$ cat src/rtl/mtx_burst_ctrl_pkg.sv
// ============================================================================
// Module   : mtx_burst_ctrl_pkg
// Brief    : Shared state encodings and default generator dimensions for the
//            multitone TX burst controllers.
// Revision : 1.0 - initial release
// ============================================================================
`default_nettype none

package mtx_burst_ctrl_pkg;

    // Encodings are shared with the other main_anc controllers; keep them stable.
    typedef enum logic [2:0] {
        ST_IDLE = 3'd0,
        ST_ARM  = 3'd1,
        ST_RUN  = 3'd2,
        ST_GAP  = 3'd3,
        ST_DONE = 3'd4
    } state_t;

    localparam int c_DEF_NSIG  = 5120;
    localparam int c_DEF_NSYMB = 256;

endpackage

`default_nettype wire

$ cat src/rtl/mtx_symb_cnt.sv
// ============================================================================
// Module   : mtx_symb_cnt
// Brief    : Sample/symbol counter pair tracking the generator's free-running
//            phase counters; flags symbol and frame wraps.
// Revision : 1.0 - initial release
// ============================================================================
`default_nettype none

module mtx_symb_cnt
    import mtx_burst_ctrl_pkg::*;
#(
    parameter int PHASE_WIDTH = 24,
    parameter int NSYMB_WIDTH = 16,
    parameter int NSIG        = c_DEF_NSIG,
    parameter int NSYMB       = c_DEF_NSYMB
) (
    input  logic clk,
    input  logic reset,
    input  logic i_clr,
    input  logic i_en,
    output logic o_sample_last,
    output logic o_sym_wrap,
    output logic o_frm_wrap
);

    localparam logic [PHASE_WIDTH-1:0] c_S_LAST = PHASE_WIDTH'(NSIG - 1);
    localparam logic [NSYMB_WIDTH-1:0] c_K_LAST = NSYMB_WIDTH'(NSYMB - 1);

    logic [PHASE_WIDTH-1:0] r_sample;
    logic [NSYMB_WIDTH-1:0] r_symb;

    assign o_sample_last = (r_sample == c_S_LAST);
    assign o_sym_wrap    = i_en & o_sample_last;
    assign o_frm_wrap    = o_sym_wrap & (r_symb == c_K_LAST);

    always_ff @(posedge clk) begin
        if (reset || i_clr) begin
            r_sample <= '0;
            r_symb   <= '0;
        end else if (i_en) begin
            if (o_sample_last) begin
                r_sample <= '0;
                r_symb   <= (r_symb == c_K_LAST) ? '0 : r_symb + NSYMB_WIDTH'(1);
            end else begin
                r_sample <= r_sample + PHASE_WIDTH'(1);
            end
        end
    end

endmodule

`default_nettype wire

$ cat src/rtl/mtx_burst_ctrl.sv
// ============================================================================
// Module   : mtx_burst_ctrl
// Brief    : Sequences one multitone TX burst of the mtx_sig generator and
//            reports done/underflow/frame count. Optional inter-frame guard
//            gap enabled by defining MTX_BURST_GUARD_EN.
// Revision : 1.0 - initial release
// ============================================================================
`default_nettype none

module mtx_burst_ctrl
    import mtx_burst_ctrl_pkg::*;
#(
    parameter int NSYMB_WIDTH = 16,
    parameter int PHASE_WIDTH = 24,
    parameter int NSIG        = c_DEF_NSIG,
    parameter int NSYMB       = c_DEF_NSYMB,
    parameter int NFRM_WIDTH  = 16,
    parameter int GUARD_LEN   = 64
) (
    input  logic                  clk,
    input  logic                  reset,
    input  logic                  start,
    input  logic                  abort,
    input  logic [NFRM_WIDTH-1:0] nframes,
    output logic                  gen_srst,
    output logic                  phase_tvalid,
    output logic                  phase_tlast,
    input  logic                  phase_tready,
    output logic                  busy,
    output logic                  done,
    output logic                  underflow,
    output logic [NFRM_WIDTH-1:0] frame_cnt
);

    localparam int                c_GAP_W    = (GUARD_LEN > 1) ? $clog2(GUARD_LEN) : 1;
    localparam logic [c_GAP_W-1:0] c_GAP_LAST = c_GAP_W'(GUARD_LEN - 1);

    state_t                r_state;
    state_t                w_state_nxt;
    logic [NFRM_WIDTH-1:0] r_nframes;
    logic [NFRM_WIDTH-1:0] r_frame_cnt;
    logic                  r_abort_pend;
    logic                  r_underflow;
    logic [c_GAP_W-1:0]    r_gap_cnt;

    logic w_run;
    logic w_start_ok;
    logic w_abort;
    logic w_last_frame;
    logic w_sample_last;
    logic w_sym_wrap;
    logic w_frm_wrap;

    assign w_run        = (r_state == ST_RUN);
    assign w_start_ok   = start && (nframes != '0) && (r_state == ST_IDLE);
    // An abort arriving on the wrap cycle itself takes effect on that wrap.
    assign w_abort      = r_abort_pend | abort;
    assign w_last_frame = ((r_frame_cnt + NFRM_WIDTH'(1)) == r_nframes);

    mtx_symb_cnt #(
        .PHASE_WIDTH (PHASE_WIDTH),
        .NSYMB_WIDTH (NSYMB_WIDTH),
        .NSIG        (NSIG),
        .NSYMB       (NSYMB)
    ) u_symb_cnt (
        .clk           (clk),
        .reset         (reset),
        .i_clr         (~w_run),
        .i_en          (w_run),
        .o_sample_last (w_sample_last),
        .o_sym_wrap    (w_sym_wrap),
        .o_frm_wrap    (w_frm_wrap)
    );

    always_comb begin
        w_state_nxt = r_state;
        case (r_state)
            ST_IDLE: if (w_start_ok) w_state_nxt = ST_ARM;
            ST_ARM:  w_state_nxt = ST_RUN;
            ST_RUN: begin
                if (w_frm_wrap && w_last_frame) begin
                    w_state_nxt = ST_DONE;
                end else if (w_sym_wrap && w_abort) begin
                    w_state_nxt = ST_DONE;
                end else if (w_frm_wrap) begin
`ifdef MTX_BURST_GUARD_EN
                    w_state_nxt = ST_GAP;
`else
                    w_state_nxt = ST_RUN;
`endif
                end
            end
            ST_GAP: begin
                if (w_abort) begin
                    w_state_nxt = ST_DONE;
                end else if (r_gap_cnt == c_GAP_LAST) begin
                    w_state_nxt = ST_RUN;
                end
            end
            ST_DONE: w_state_nxt = ST_IDLE;
            default: w_state_nxt = ST_IDLE;
        endcase
    end

    always_ff @(posedge clk) begin
        if (reset) begin
            r_state      <= ST_IDLE;
            r_nframes    <= '0;
            r_frame_cnt  <= '0;
            r_abort_pend <= 1'b0;
            r_underflow  <= 1'b0;
            r_gap_cnt    <= '0;
        end else begin
            r_state   <= w_state_nxt;
            r_gap_cnt <= (r_state == ST_GAP) ? r_gap_cnt + c_GAP_W'(1) : '0;

            if (w_start_ok) begin
                r_nframes    <= nframes;
                r_frame_cnt  <= '0;
                r_underflow  <= 1'b0;
                r_abort_pend <= 1'b0;
            end else begin
                if (w_frm_wrap) begin
                    r_frame_cnt <= r_frame_cnt + NFRM_WIDTH'(1);
                end
                if (w_run && !phase_tready) begin
                    r_underflow <= 1'b1;
                end
                if (r_state == ST_DONE) begin
                    r_abort_pend <= 1'b0;
                end else if (abort && (r_state != ST_IDLE)) begin
                    r_abort_pend <= 1'b1;
                end
            end
        end
    end

    assign gen_srst     = ~w_run;
    assign phase_tvalid = w_run;
    assign phase_tlast  = w_run & w_sample_last;
    assign busy         = (r_state != ST_IDLE);
    assign done         = (r_state == ST_DONE);
    assign underflow    = r_underflow;
    assign frame_cnt    = r_frame_cnt;

endmodule

`default_nettype wire

$ cat config.mk
export PLATFORM = sky130hd
export DESIGN_NAME = mtx_burst_ctrl
export DESIGN_NICKNAME = d
export VERILOG_FILES = /design/src/rtl/mtx_burst_ctrl_pkg.sv /design/src/rtl/mtx_symb_cnt.sv /design/src/rtl/mtx_burst_ctrl.sv
export SDC_FILE = /design/constraint.sdc
export NUM_CORES = 1
export LEC_CHECK = 0
export ABC_AREA = 0
export BUFFER_PORTS_ARGS = -buffer_cell sky130_fd_sc_hd__clkbuf_2
export CAP_MARGIN = 25
export CORE_MARGIN = 1
export CORE_UTILIZATION = 35
export CTS_CLUSTER_SIZE = 30
export DETAILED_ROUTE_END_ITERATION = 10
export PLACE_DENSITY = 0.57
export SLEW_MARGIN = 20
export SYNTH_ARGS = -nofsm -noshare
export SYNTH_HDL_FRONTEND = slang
export SYNTH_HIERARCHICAL = 1
export SYNTH_SLANG_ARGS = --single-unit
$ cat constraint.sdc
create_clock -name clk -period 3.65 [get_ports clk]
set_input_delay 0.5475 -clock clk [delete_from_list [all_inputs] [get_ports clk]]
set_output_delay 0.5475 -clock clk [all_outputs]
set_load 0.02 [all_outputs]
==> results.cfg <==
[clock_network]
cts_tree = built
cts-resized-gates = 0
cts_sinks = 83
post_cts_buffers = 0
cts_buffers = 9
clk_latency_ns = 0.35
path_clk_slew_ns = 0.06
cts_hold_buf = 0
htreeDepth = 3
clock-root-buffer = clkbuf_16
cts.path.max_buffers = 2

[finish]
regArea_um2 = 1660
multi_input_area_um2 = 2440
diodes = 0
drive_gt1_share_pct = 13.4
fill_cells = 1197
layout.nets = 564
fin_area_um2 = 4870
area_growth_syn_to_layout_pct = 13.4

[synth]
synth.net_count = 534
synth_xor_area_share_pct = 14.5
synth_cells = 509
yosysSeqAreaShare_pct = 38.7
syn_area_um2 = 4290
yosysWarnings = 6
synth_edf_count = 0
synth-adder-area-share_pct = 1.17
yosys-top-cells-count = nor2_1, dfxtp_1, xnor2_1
yosysTopAreaCell = dfxtp_1
avgSynthCellArea_um2 = 8.43
synth_compound_area_share_pct = 5.48
ys_seq_elements = 83
synth_top_family_by_area = simple AND/OR/NAND/NOR gates
synth_cell_types = 50
synthMuxAreaShare_pct = 3.97
async_reset_ff_share_pct = 0
synthTopCellsByArea = dfxtp_1, xnor2_1, nor2_1
synth_ff_type = dfxtp_1
synth-simple-area-share_pct = 31.7
synth_most_common_cell = nor2_1
synth_top_area_share_pct = 38.7

[worst_setup_path]
reg2reg_slack_ns = 0.64
path_cells = nand2b_1, or2_2, inv_1, and3_1, nand4_2, or2_0, nor4_2, buf_4, nand3_1, nor3_1, xnor2_1, nor2_1
worstPathRequired_ns = 3.86
crit_path_start_kind = flip-flop
cp_max_fo = 10
reg2reg_depth = 12
r2r_start = r_state[2]$_SDFFE_PP0P_
criticalPathCategory = reg2reg
arrival_ns = 3.22
critPathSlowestCell = nor4_2
worstSetupEndpointType = flip-flop
max_stage_delay_ns = 0.40
timing.rr.end = frame_cnt[15]$_SDFFE_PP0P_

[timing]
setup_viol = 0
slew_viol_final = 0
timing_worst_slew_pin_value_ns = 0.842
max_slew_margin_pct = 43.4
grt_setup_unrepaired = false
fmax_ghz = 0.332
tns_ns = 0
hold_viol_final = 0
fin_crit_ns = 3.01
skew_ns = 0.00991
min_period_over_period_pct = 82.5

[placement]
dpl.hpwl_um = 7180
place_area_um2 = 4590
place_congestion = 0.867
port_buffers = 42

[global_route]
grt_max_degree = 23
first_global_vias = 3431
overflow = 0
grt_pass1_wl_um = 16700
track_usage_pct = 16.6
antenna_found_initial = 0

[power]
irDropWorstVdd_mv = 0.276
powerDensity_nw_per_um2 = 396
total_leakage_power_nw = 1.68

[worst_hold_path]
min_from = nframes[14]
worstHoldEndpoint = r_nframes[14]$_SDFFE_PP0P_
hp-class = in2reg
whs_path_depth = 3

[floorplanning]
io_pins = 43
num_rows = 40
die_h_um = 113
die_x_um = 113
initial_core_util_pct = 35.9
die_area_um2 = 12700
core_um2 = 12000

[detailed_routing]
wl_per_cell_um = 14.3
wl_um = 9880
via_count = 3638
drcViolationCount = 0
drt_iter0_drc = 277
first_pass_iters = 4
ant_nets = 0
vias_per_cell = 5.26

[job]
max-cap-violations = 0

[outcome]
status = complete, no violations
-- where the power goes --
group | switching, mW | leakage [nW] | total [mW] | internal [mW]
Sequential | 0.0161 | 0.671 | 0.941 | 0.924
Combinational | 0.0816 | 0.875 | 0.141 | 0.0594
Clock | 0.370 | 0.139 | 0.845 | 0.476
Total | 0.467 | 1.68 | 1.93 | 1.46
-- placed cells by master, fill, tap and decap left out, types with 5 or more instances in the layout --
cell type   n
xor2_1     23
nor2_1     85
inv_1      15
o21ai_0     5
dfxtp_1    83
xnor2_1    48
nor3_1     17
nand2_1    29
nand2b_1    6
mux2i_1    17
clkbuf_16   9
and4_1      8
nor4_1     25
and2_1      5
buf_4       5
or4_1       5
clkbuf_2   42
and3_1      8
nand3_1    25
nand4_1    20
a21oi_1    11
-- state kept, by name (all words and copies together), names as in the netlist --
signal	cells
underflow	1
r_nframes	16
r_gap_cnt	6
r_abort_pend	1
r_state	3
u_symb_cnt/r_sample	24
u_symb_cnt/r_symb	16
frame_cnt	16
-- layer usage --
layer | routed length (um) | share of wire, % | track usage, %
met3 | 440 | 4.5 | 5.52
met2 | 4580 | 46 | 26.3
met4 | 116 | 1.2 | 5.78
met5 | 0 | 0 | 0
met1 | 4740 | 48 | 21.2
-- worst max-delay path: cells and delay by family (launching register included) --
family        cells  cell delay, ns
flops             1            0.33
xor+xnor          1            0.14
buf+inv           2            0.32
simple gates      9            2.07
-- logic make-up (layout without fill, tap and decap cells) --
logic type | after synthesis | count (layout)
AO/OA/AOI/OAI | 35 | 35
XOR/XNOR | 71 | 71
adder cells (fa/ha/maj) | 4 | 4
buffers and inverters | 43 | 78
flip-flops | 83 | 83
multiplexers | 17 | 17
AND/OR/NAND/NOR | 256 | 256
-- worst max path at each step --
stage                       startpoint                    endpoint  cells past startpoint
2_1_floorplan  r_state[2]$_SDFFE_PP0P_  frame_cnt[15]$_SDFFE_PP0P_                     14
3_3_place_gp   r_state[2]$_SDFFE_PP0P_  frame_cnt[15]$_SDFFE_PP0P_                     12
3_5_place_dp   r_state[2]$_SDFFE_PP0P_  frame_cnt[15]$_SDFFE_PP0P_                     12
4_1_cts        r_state[2]$_SDFFE_PP0P_  frame_cnt[15]$_SDFFE_PP0P_                     12
5_1_grt        r_state[2]$_SDFFE_PP0P_  frame_cnt[15]$_SDFFE_PP0P_                     12
6_report       r_state[2]$_SDFFE_PP0P_  frame_cnt[15]$_SDFFE_PP0P_                     12
-- layout make-up --
class | instances | share of cell area, %
clock buffers | 11 | 4.99
clock inverters | 5 | 0.591
inverters | 15 | 1.16
multi-input cells | 383 | 50.2
flip-flops and latches | 83 | 34.1
well taps | 147 | 3.78
repair buffers | 47 | 5.09
-- metrics by stage --
step / total power [mW] / hold WS, ns / worst slack [ns] / std cells / util [%]
final: 1.93 / 0.455 / 0.639 / 691 / 40.7
after global placement: 1.10 / 0.450 / 0.727 / 675 / 38.4
after floorplan: 1.06 / 0.430 / 0.275 / 509 / -
after detailed placement: 1.10 / 0.460 / 0.627 / 675 / 38.4
after global routing: 2.01 / 0.455 / 0.318 / 691 / 40.7
after CTS: 1.96 / 0.444 / 0.617 / 691 / 40.7
(Power assumes the default switching activity.)
